==> src/rtl/lightpen_latch.sv <==
// Light-pen capture: synchronises and debounces the pen trigger, then latches the
// latency-corrected raster position once per frame until the host acknowledges it.
module lightpen_latch #(
  parameter int unsigned HCW         = 9,
  parameter int unsigned VCW         = 9,
  parameter int unsigned SYNC_STAGES = 2,
  parameter int unsigned DEBOUNCE    = 3
) (
  input  logic           CLK,
  input  logic           RESETL_0,
  input  logic           LPENL,
  input  logic           LPEN_EN,
  input  logic [HCW-1:0] HC,
  input  logic [VCW-1:0] VC,
  input  logic           VSTART,
  input  logic           LPRD,
  output logic           LPSET,
  output logic [HCW-1:0] LPH,
  output logic [VCW-1:0] LPV,
  output logic           LPMISS
);

  typedef enum logic [1:0] {
    IDLE   = 2'd0,
    ARMED  = 2'd1,
    FILTER = 2'd2,
    HELD   = 2'd3
  } state_t;

  localparam logic [HCW-1:0] LAT = HCW'(SYNC_STAGES + DEBOUNCE);
  localparam logic [3:0]     DB  = 4'(DEBOUNCE);

  logic [SYNC_STAGES-1:0] sync_q;
  logic                   pen_s;
  state_t                 state;
  logic [3:0]             dcnt;

  always_ff @(posedge CLK or negedge RESETL_0) begin
    if (!RESETL_0) sync_q <= '1;
    else           sync_q <= {sync_q[SYNC_STAGES-2:0], LPENL};
  end

  assign pen_s = sync_q[SYNC_STAGES-1];

  // LPH is offset by the sync+debounce delay so it reports where the pen actually was.
  always_ff @(posedge CLK or negedge RESETL_0) begin
    if (!RESETL_0) begin
      state  <= IDLE;
      dcnt   <= '0;
      LPSET  <= 1'b0;
      LPMISS <= 1'b0;
      LPH    <= '0;
      LPV    <= '0;
    end else begin
      case (state)
        IDLE: begin
          dcnt <= '0;
          if (VSTART && LPEN_EN) state <= ARMED;
        end
        ARMED: begin
          if (!LPEN_EN) begin
            state <= IDLE;
            dcnt  <= '0;
          end else if (VSTART) begin
            dcnt <= '0;
          end else if (!pen_s) begin
            if (DB == 4'd1) begin
              LPH   <= HC - LAT;
              LPV   <= VC;
              LPSET <= 1'b1;
              dcnt  <= '0;
              state <= HELD;
            end else begin
              dcnt  <= 4'd1;
              state <= FILTER;
            end
          end
        end
        FILTER: begin
          // A frame start discards a partial hit even if this edge would have completed it.
          if (!LPEN_EN) begin
            state <= IDLE;
            dcnt  <= '0;
          end else if (VSTART || pen_s) begin
            state <= ARMED;
            dcnt  <= '0;
          end else if (dcnt + 4'd1 == DB) begin
            LPH   <= HC - LAT;
            LPV   <= VC;
            LPSET <= 1'b1;
            dcnt  <= '0;
            state <= HELD;
          end else begin
            dcnt <= dcnt + 4'd1;
          end
        end
        HELD: begin
          dcnt <= '0;
          if (LPRD) begin
            LPSET  <= 1'b0;
            LPMISS <= 1'b0;
            state  <= IDLE;
          end else if (VSTART) begin
            LPMISS <= 1'b1;
          end
        end
        default: begin
          state <= IDLE;
          dcnt  <= '0;
        end
      endcase
    end
  end

endmodule

==> config.mk <==
export PLATFORM = sky130hd
export DESIGN_NAME = lightpen_latch
export DESIGN_NICKNAME = d
export VERILOG_FILES = /design/src/rtl/lightpen_latch.sv
export SDC_FILE = /design/constraint.sdc
export NUM_CORES = 1
export LEC_CHECK = 0
export ABC_AREA = 1
export CORE_MARGIN = 10
export CORE_UTILIZATION = 48
export CTS_BUF_LIST = sky130_fd_sc_hd__clkbuf_4 sky130_fd_sc_hd__clkbuf_8
export DETAILED_ROUTE_END_ITERATION = 6
export PLACE_DENSITY = 0.82
export SLEW_MARGIN = 20
export SYNTH_ARGS = -nofsm -noshare
export SYNTH_HDL_FRONTEND = slang
export SYNTH_SLANG_ARGS = --single-unit
export TNS_END_PERCENT = 100
==> constraint.sdc <==
create_clock -name CLK -period 2.24 [get_ports CLK]
set_clock_uncertainty 0.15 [all_clocks]
set_input_delay 0.56 -clock CLK [delete_from_list [all_inputs] [get_ports CLK]]
set_output_delay 0.56 -clock CLK [all_outputs]
set_load 0.02 [all_outputs]
==> results of run 1 <==
[registers in the layout, summed over array words and instances (netlist names)]
signal and flops:
LPMISS 1, LPSET 1, LPV 9, LPH 9, dcnt 4, sync_q 2, state 2
[cell type report]
class / instances / area share, %
clock inverters: 1 / 1.53
flip-flops and latches: 28 / 35.8
inverters: 29 / 5.68
repair buffers: 47 / 24.1
clock buffers: 3 / 1.15
well taps: 31 / 1.98
multi-input cells: 119 / 29.7
[per-stage QoR]
step	cell area [sq um]	setup WS [ns]	util (%)
4_1_cts	1960	0.151	69.9
2_1_floorplan	1430	0.605	-
3_3_place_gp	1910	0.0332	68.1
3_5_place_dp	1910	0.00869	68.1
5_1_grt	1960	0.117	69.9
6_report	1960	0.172	69.9
[power by group through the flow]
stage	Combinational (mW)	Sequential (mW)	Clock, mW
after floorplan	0.125	0.610	0
after global routing	0.298	0.590	0.357
final	0.267	0.583	0.327
after CTS	0.267	0.583	0.337
after global placement	0.260	0.591	0
after detailed placement	0.266	0.593	0
[logic make-up (layout without fill, tap and decap cells)]
kind of cell	after synthesis	count (layout)	share of synthesized area [%]
AO/OA/AOI/OAI	15	15	6.57
AND/OR/NAND/NOR	97	97	29.2
flip-flops	28	28	49.3
adder cells (fa/ha/maj)	3	3	2.63
buffers and inverters	32	80	9.90
XOR/XNOR	4	4	2.45
[path summary, 6_finish.rpt]
check | from | to | cells past startpoint
max in group asynchronous | RESETL_0 | sync_q[0] | 2
min | sync_q[0] | sync_q[1] | 0
min reg2reg | sync_q[0] | sync_q[1] | 0
max | LPV[6] | LPV[6] | 1
min in group asynchronous | RESETL_0 | LPH[7] | 2
max reg2reg | dcnt[0] | LPV[6] | 9
[layer usage]
metal	track usage [%]	vias up	share of wire, %
met1	12.5	572	42
li1	-	655	-
met3	3.99	8	7.3
met2	20.4	37	48
met4	7.35	0	2.7
met5	0	-	0
[cells in the final DEF (no fill, tap or decap), types with 2 or more instances in the layout]
cell,count
nand3_1,7
a21oi_1,6
nand2_1,74
nor2_1,5
nand4_1,3
o21ai_2,3
clkbuf_4,3
dfrtp_1,26
nand2_2,2
o21ai_0,2
o211ai_1,2
inv_1,26
ha_1,3
nor3_1,2
xor2_1,4
buf_4,3
o22ai_1,2
clkdlybuf4s50_1,43
inv_2,2
dfstp_2,2
==> flow_summary.toml, run 1 <==
[pwr]
power_mw = 1.18
pwr-share-seq_pct = 49.5
power_frac_comb_pct = 22.7
switchingPower_mw = 0.324
swShare_pct = 27.6
p_leak_nw = 1.00
ir_drop_uv = 315
internal-power_mw = 0.853
pwr_density_cell_nw_per_um2 = 600
clkPwrFrac_pct = 27.8

[die]
die_width_microns = 74.5
dieArea_sq_um = 5560
initial_core_util_pct = 50.9
core_area_sq_um = 2810
die_height_microns = 74.5
rows = 19
io_pins = 44

[grt]
grt-ovfl-total = 0
antenna_found_initial = 0
grt_usage_pct = 11.9
grt_max_degree = 29
grt_first_pass_wirelength_microns = 5170
grt_pass1_vias = 1220

[cells_and_area]
syn2layout_area_growth_pct = 37.4
diodes = 0
regArea_sq_um = 703
layout-drive-gt1-share_pct = 9.25
fillers = 236
fin_cells = 258
multi_input_area_sq_um = 583
nets = 255

[synthesis]
synth_top_area_share_pct = 45.6
synth.largest_area_cell = "dfrtp_1"
syn-cell-area_sq_um = 1430
synth_edf_count = 0
yosys-top-cells-count = "nand2_1 (74), dfrtp_1 (26), inv_1 (26)"
syn_avg_cell_area_sq_um = 7.98
syn_nets = 206
yosysSeqAreaShare_pct = 49.3
synth_most_common_cell = "nand2_1"
yosysWarningCount = 0
synth_seq_cells = 28
async_flop_share_pct = 100
synthCells = 179
ys.flop_type = "dfrtp_1"
synth_area_leaders = "dfrtp_1 (46%), nand2_1 (19%), inv_1 (6.8%)"
yosysUniqueCellTypes = 24

[clocking]
post-cts-setup-buffers = 0
clk_pin_slew_worst_paths_ns = 0.14
ctsHoldBuffers = 0
cts_resized = 0
cts_sinks = 28
htree_levels = 1
cts_buffer_depth = 2
cts_tree = "yes"
root_buffer = "clkbuf_4"
clkLatencyLatePin_ns = 0.33
cts_made_buffers = 3

[worst_setup_path]
worstSetupPathType = "flop to primary output"
critPathBufInv = 1
critPathMaxFanout = 2
cp_top_family = "buffers and inverters"
rrSetupSlack_ns = 0.56
crit_arrival_ns = 1.36
crit_chain = "clkdlybuf4s50_1"
end_kind = "primary output"
crit_path_start_kind = "flop"
max_stage_delay_ns = 0.63
slowest_stage = "clkdlybuf4s50_1"
crit_required_ns = 1.53

[place]
dp_cells = 254
hpwl_microns = 2500
port_buffers = 43
gp_congestion = 0.907

[sta]
max_slew_margin_pct = 74.7
fin_crit_sh_pct = 92.3
fmax_mhz = 484
fin_crit_ns = 2.07
finalMaxSlewViolations = 0
tightest_slew_ns = 0.379
finalSetupViolCount = 0
tns_ns = 0
whs_ns = 0.215
grt_setup_unrepaired = "false"
hold_violations = 0

[route]
wl_per_cell_microns = 12.1
drcViolationCount = 0
wirelength_microns = 3120
final_antenna_net_count = 0
via_per_inst = 4.93
drt-initial-drc-count = 80
dr.pass1.iters = 4
vias = 1272

[hold_path]
hold_class = "flop to flop"

[run_status]
outcome = "completed"

[flow_run]
maxCapViolCount = 0
Note: power is estimated with default switching activity, not from simulation.
==> run 2: changes to the inputs <==
--- a/config.mk
+++ b/config.mk
@@ -6,7 +6,7 @@
 export NUM_CORES = 1
 export LEC_CHECK = 0
 export ABC_AREA = 1
-export CORE_MARGIN = 10
+export CORE_MARGIN = 1.5
 export CORE_UTILIZATION = 48
 export CTS_BUF_LIST = sky130_fd_sc_hd__clkbuf_4 sky130_fd_sc_hd__clkbuf_8
 export DETAILED_ROUTE_END_ITERATION = 6
==> run 2 against run 1 <==
Via count is 1.9% higher. Non-clock buffer count unchanged. Global-route usage grew 9.0 points. Worst setup slack improved by 0.022 ns. Critical path depth unchanged. Utilization up 0.15 points. Critical path type unchanged.
==> flow_summary.toml, run 2 (synthesized netlist as in run 1, its figures left out) <==
[clocking]
cts_buffer_depth = 2
post-cts-setup-buffers = 0
clk_pin_slew_worst_paths_ns = 0.15
root_buffer = "clkbuf_4"
cts_made_buffers = 3
cts_tree = "yes"
clkLatencyLatePin_ns = 0.32
htree_levels = 1
cts_resized = 0
ctsHoldBuffers = 0
cts_sinks = 28

[pwr]
power_frac_comb_pct = 22.8
power_mw = 1.18
clkPwrFrac_pct = 27.6
p_leak_nw = 0.996
switchingPower_mw = 0.326
ir_drop_uv = 526
internal-power_mw = 0.853
pwr-share-seq_pct = 49.6
pwr_density_cell_nw_per_um2 = 605
swShare_pct = 27.7

[sta]
tightest_slew_ns = 0.435
fin_crit_ns = 2.05
max_slew_margin_pct = 71.0
finalSetupViolCount = 0
worst_slack_ns = 0.194
finalMaxSlewViolations = 0
fin_crit_sh_pct = 91.3
grt_setup_unrepaired = "false"
whs_ns = 0.217
tns_ns = 0
hold_violations = 0
fmax_mhz = 489

[grt]
grt_usage_pct = 21.0
grt_first_pass_wirelength_microns = 5370
antenna_found_initial = 0
grt_pass1_vias = 1282
grt_max_degree = 29
grt-ovfl-total = 0

[place]
dp_cells = 254
hpwl_microns = 2470
port_buffers = 43
gp_congestion = 0.867
post-place-ws_ns = -0.100

[worst_setup_path]
slowest_stage = "clkdlybuf4s50_1"
end_kind = "primary output"
crit_path_start_kind = "flop"
worstSetupPathType = "flop to primary output"
crit_required_ns = 1.53
cp_top_family = "buffers and inverters"
crit_arrival_ns = 1.34
rr_startpoint = "dcnt[0]"
max_stage_delay_ns = 0.61
critPathBufInv = 1
startpoint = "LPH[3]"
critPathMaxFanout = 2
crit_chain = "clkdlybuf4s50_1"

[route]
drt-initial-drc-count = 38
vias = 1296
dr.pass1.iters = 4
wl_per_cell_microns = 12.4
dr_wl_met3_microns = 160
final_antenna_net_count = 0
drcViolationCount = 0
wl_met1_microns = 1270
wl_met2_microns = 1740
wirelength_microns = 3210
top_layer = "met4"
via_per_inst = 5.02

[cells_and_area]
nets = 255
final_common_cell = "nand2_1"
fin_cells = 258
layout-drive-gt1-share_pct = 9.25
largest_registers = "LPH: 9 flops, LPV: 9 flops, dcnt: 4 flops"
diodes = 0
mostFrequentLayoutCells = "nand2_1 (74), clkdlybuf4s50_1 (43), dfrtp_1 (26), inv_1 (26), nand3_1 (7)"
syn2layout_area_growth_pct = 36.5
fillers = 244

[die]
core_area_sq_um = 2780
io_pins = 44
dieArea_sq_um = 3310
die_width_microns = 57.5
initial_core_util_pct = 51.3
die_height_microns = 57.5
rows = 19

[hold_path]
hold_class = "flop to flop"
hp-start = "sync_q[0]"

[flow_run]
maxCapViolCount = 0

[run_status]
outcome = "completed"
run 2: cell count changes in the layout (fill, tap and decap cells not counted):
cell and change:
buf_12 -1, buf_4 +1
run 2: worst paths after layout:
check	endpoint	slack [ns]	depth (start not counted)
worst max-delay path	LPH[3]	0.19	1
worst min-delay path	sync_q[1]	0.22	0
worst max register to register	LPH[2]	0.53	9
worst min register to register	sync_q[1]	0.22	0
max in group asynchronous	sync_q[0]	1.19	2
min in group asynchronous	state[0]	0.44	2
run 2: routing by layer:
| metal | GRT usage, % | vias up |
|---|---|---|
| met4 | 7.31 | 0 |
| li1 | - | 645 |
| met3 | 2.49 | 4 |
| met2 | 40.1 | 46 |
| met1 | 23.6 | 601 |
| met5 | 0 | - |
run 2: layout make-up:
| class | count | area (sq um) | area share, % |
|---|---|---|---|
| Sequential cell | 28 | 703 | 36.1 |
| Clock inverter | 1 | 30.0 | 1.54 |
| Multi-Input combinational cell | 119 | 583 | 29.9 |
| Inverter | 29 | 111 | 5.71 |
| Tap cell | 31 | 38.8 | 1.99 |
| Clock buffer | 3 | 22.5 | 1.16 |
| Timing Repair Buffer | 47 | 460 | 23.6 |
run 2: through the flow:
| step | area [sq um] | utilization (%) |
|---|---|---|
| finish | 1950 | 70.1 |
| floorplan | 1430 | - |
| global placement | 1900 | 68.2 |
| CTS | 1950 | 70.1 |
| detailed placement | 1900 | 68.2 |
| global route | 1950 | 70.1 |
run 2: worst register-to-register path: stages, from the launching register on:
cell,delay [ns]
dfrtp_1,0.48
ha_1,0.23
inv_1,0.05
nand2_1,0.06
nand2_2,0.06
nor2_2,0.15
nand3_4,0.12
buf_4,0.20
nand2_1,0.08
o21ai_2,0.05
run 2: power by group through the flow:
stage	clock (mW)	combinational (mW)	sequential, mW
floorplan	0	0.125	0.610
global placement	0	0.257	0.590
detailed placement	0	0.269	0.594
CTS	0.334	0.271	0.584
global route	0.350	0.301	0.590
finish	0.325	0.268	0.585
==> run 3: changes to the inputs <==
--- a/config.mk
+++ b/config.mk
@@ -7,10 +7,10 @@
 export LEC_CHECK = 0
 export ABC_AREA = 1
 export CORE_MARGIN = 1.5
-export CORE_UTILIZATION = 48
+export CORE_UTILIZATION = 45
 export CTS_BUF_LIST = sky130_fd_sc_hd__clkbuf_4 sky130_fd_sc_hd__clkbuf_8
 export DETAILED_ROUTE_END_ITERATION = 6
-export PLACE_DENSITY = 0.82
+export PLACE_DENSITY = 0.77
 export SLEW_MARGIN = 20
 export SYNTH_ARGS = -nofsm -noshare
 export SYNTH_HDL_FRONTEND = slang
==> run 3 against run 2 <==
Clock power is 27% lower. Cell count grew 5.4%. Utilization down 5.5 points. Critical path depth unchanged. Fmax is 0.61% higher. Via count is 2.6% lower. Clock-buffer cell count increased by 1. Largest cell class unchanged. Worst setup slack better by 0.012 ns. Hold slack worse by 0.0019 ns. Die area increased by 6.3%. Largest power group unchanged. Global-route usage shrank 3.8 points.
==> flow_summary.toml, run 3 (synthesized netlist as in run 1, its figures left out) <==
[clocking]
cts_sinks = 28
cts_made_buffers = 3
post-cts-setup-buffers = 0
cts_tree = "yes"
cts_buffer_depth = 2
htree_levels = 1
ctsHoldBuffers = 0
root_buffer = "clkbuf_4"
clkLatencyLatePin_ns = 0.32
clk_pin_slew_worst_paths_ns = 0.14
cts_resized = 0

[route]
vias = 1262
drcViolationCount = 0
wl_per_cell_microns = 9.88
final_antenna_net_count = 0
dr.pass1.iters = 3
drt-initial-drc-count = 36
via_per_inst = 4.64
wirelength_microns = 2690

[cells_and_area]
final_common_cell = "nand2_1"
final_core_util_pct = 64.6
largest_registers = "LPH: 9 flops, LPV: 9 flops, dcnt: 4 flops"
stdcell_area_sq_um = 1960
fin_cells = 272
layout-drive-gt1-share_pct = 9.65
nets = 256
syn2layout_area_growth_pct = 37.1
mostFrequentLayoutCells = "nand2_1 (74), clkdlybuf4s50_1 (43), dfrtp_1 (26), inv_1 (26), nand3_1 (7)"
diodes = 0

[sta]
fin_crit_ns = 2.03
tightest_slew_ns = 0.347
fin_crit_sh_pct = 90.8
finalMaxSlewViolations = 0
hold_violations = 0
tns_ns = 0
grt_setup_unrepaired = "false"
max_slew_margin_pct = 76.8
fmax_mhz = 492
finalSetupViolCount = 0

[worst_setup_path]
crit_path_start_kind = "flop"
end_kind = "primary output"
rrSetupSlack_ns = 0.56
worstSetupPathType = "flop to primary output"
crit_arrival_ns = 1.32
rr_worst_depth = 9
crit_required_ns = 1.53
r2r-end = "LPH[2]"
rr_startpoint = "dcnt[0]"
max_stage_delay_ns = 0.61
critPathMaxFanout = 2
cp_top_family = "buffers and inverters"
crit_chain = "clkdlybuf4s50_1"
slowest_stage = "clkdlybuf4s50_1"
critPathBufInv = 1

[grt]
grt_max_degree = 29
antenna_found_initial = 0
grt_pass1_vias = 1166
grt_usage_pct = 17.1
grt_first_pass_wirelength_microns = 4640
grt-ovfl-total = 0

[die]
die_width_microns = 59.3
initial_core_util_pct = 47.1
dieArea_sq_um = 3520
rows = 20
die_height_microns = 59.3
core_area_sq_um = 3030
io_pins = 44

[pwr]
swShare_pct = 28.6
internal-power_mw = 0.772
pwr-share-seq_pct = 53.8
ir_drop_uv = 275
power_mw = 1.08
p_leak_nw = 0.994
power_frac_comb_pct = 24.4
clkPwrFrac_pct = 21.8
switchingPower_mw = 0.310
pwr_density_cell_nw_per_um2 = 553

[hold_path]
hold_class = "flop to flop"
hold_end = "sync_q[1]"
hp-start = "sync_q[0]"
min_path_cells = 0

[run_status]
outcome = "completed"

[place]
port_buffers = 43
gp_congestion = 0.828
hpwl_microns = 2150
place_area_sq_um = 1920
dp_cells = 268

[flow_run]
maxCapViolCount = 0
run 3: cell types whose count changed in the layout (fill, tap and decap cells not counted), sizes merged:
| cell | change |
|---|---|
| buf | +1 |
| bufinv | -1 |
| clkbuf | +1 |
run 3: worst max-delay path by stage:
stage                      start  endpoint  depth (start not counted)
final                     LPH[5]    LPH[5]                          1
after global routing      LPH[5]    LPH[5]                          1
after CTS                 LPH[5]    LPH[5]                          1
after detailed placement  VSTART    LPH[2]                          8
after global placement    VSTART    LPH[0]                          8
after floorplan            HC[0]    LPH[6]                          9
run 3: power groups by stage:
stage          Sequential, mW  Combinational [mW]  Clock, mW
6_report                0.582               0.264      0.236
5_1_grt                 0.591               0.300      0.261
4_1_cts                 0.584               0.267      0.247
3_5_place_dp            0.593               0.266          0
3_3_place_gp            0.592               0.261          0
2_1_floorplan           0.610               0.125          0
run 3: metal layers:
| metal | routed length [microns] | vias to the layer above | global-route usage (%) |
|---|---|---|---|
| met3 | 90 | 4 | 1.97 |
| met2 | 1360 | 27 | 31.9 |
| li1 | - | 649 | - |
| met1 | 1210 | 582 | 20.2 |
| met5 | 0 | - | 0 |
| met4 | 31 | 0 | 5.84 |
run 3: layout make-up:
cell class	count	area, sq um
multi-input cells	119	583
flip-flops and latches	28	703
repair buffers	48	468
fillers	277	1070
inverters	29	111
clock buffers	4	36.3
well taps	44	55.1
run 3: metrics by stage:
step           worst slack (ns)  hold WS (ns)
5_1_grt                   0.156         0.220
3_5_place_dp             0.0866         0.199
2_1_floorplan             0.605         0.114
6_report                  0.206         0.215
3_3_place_gp             0.0762         0.196
4_1_cts                   0.189         0.218
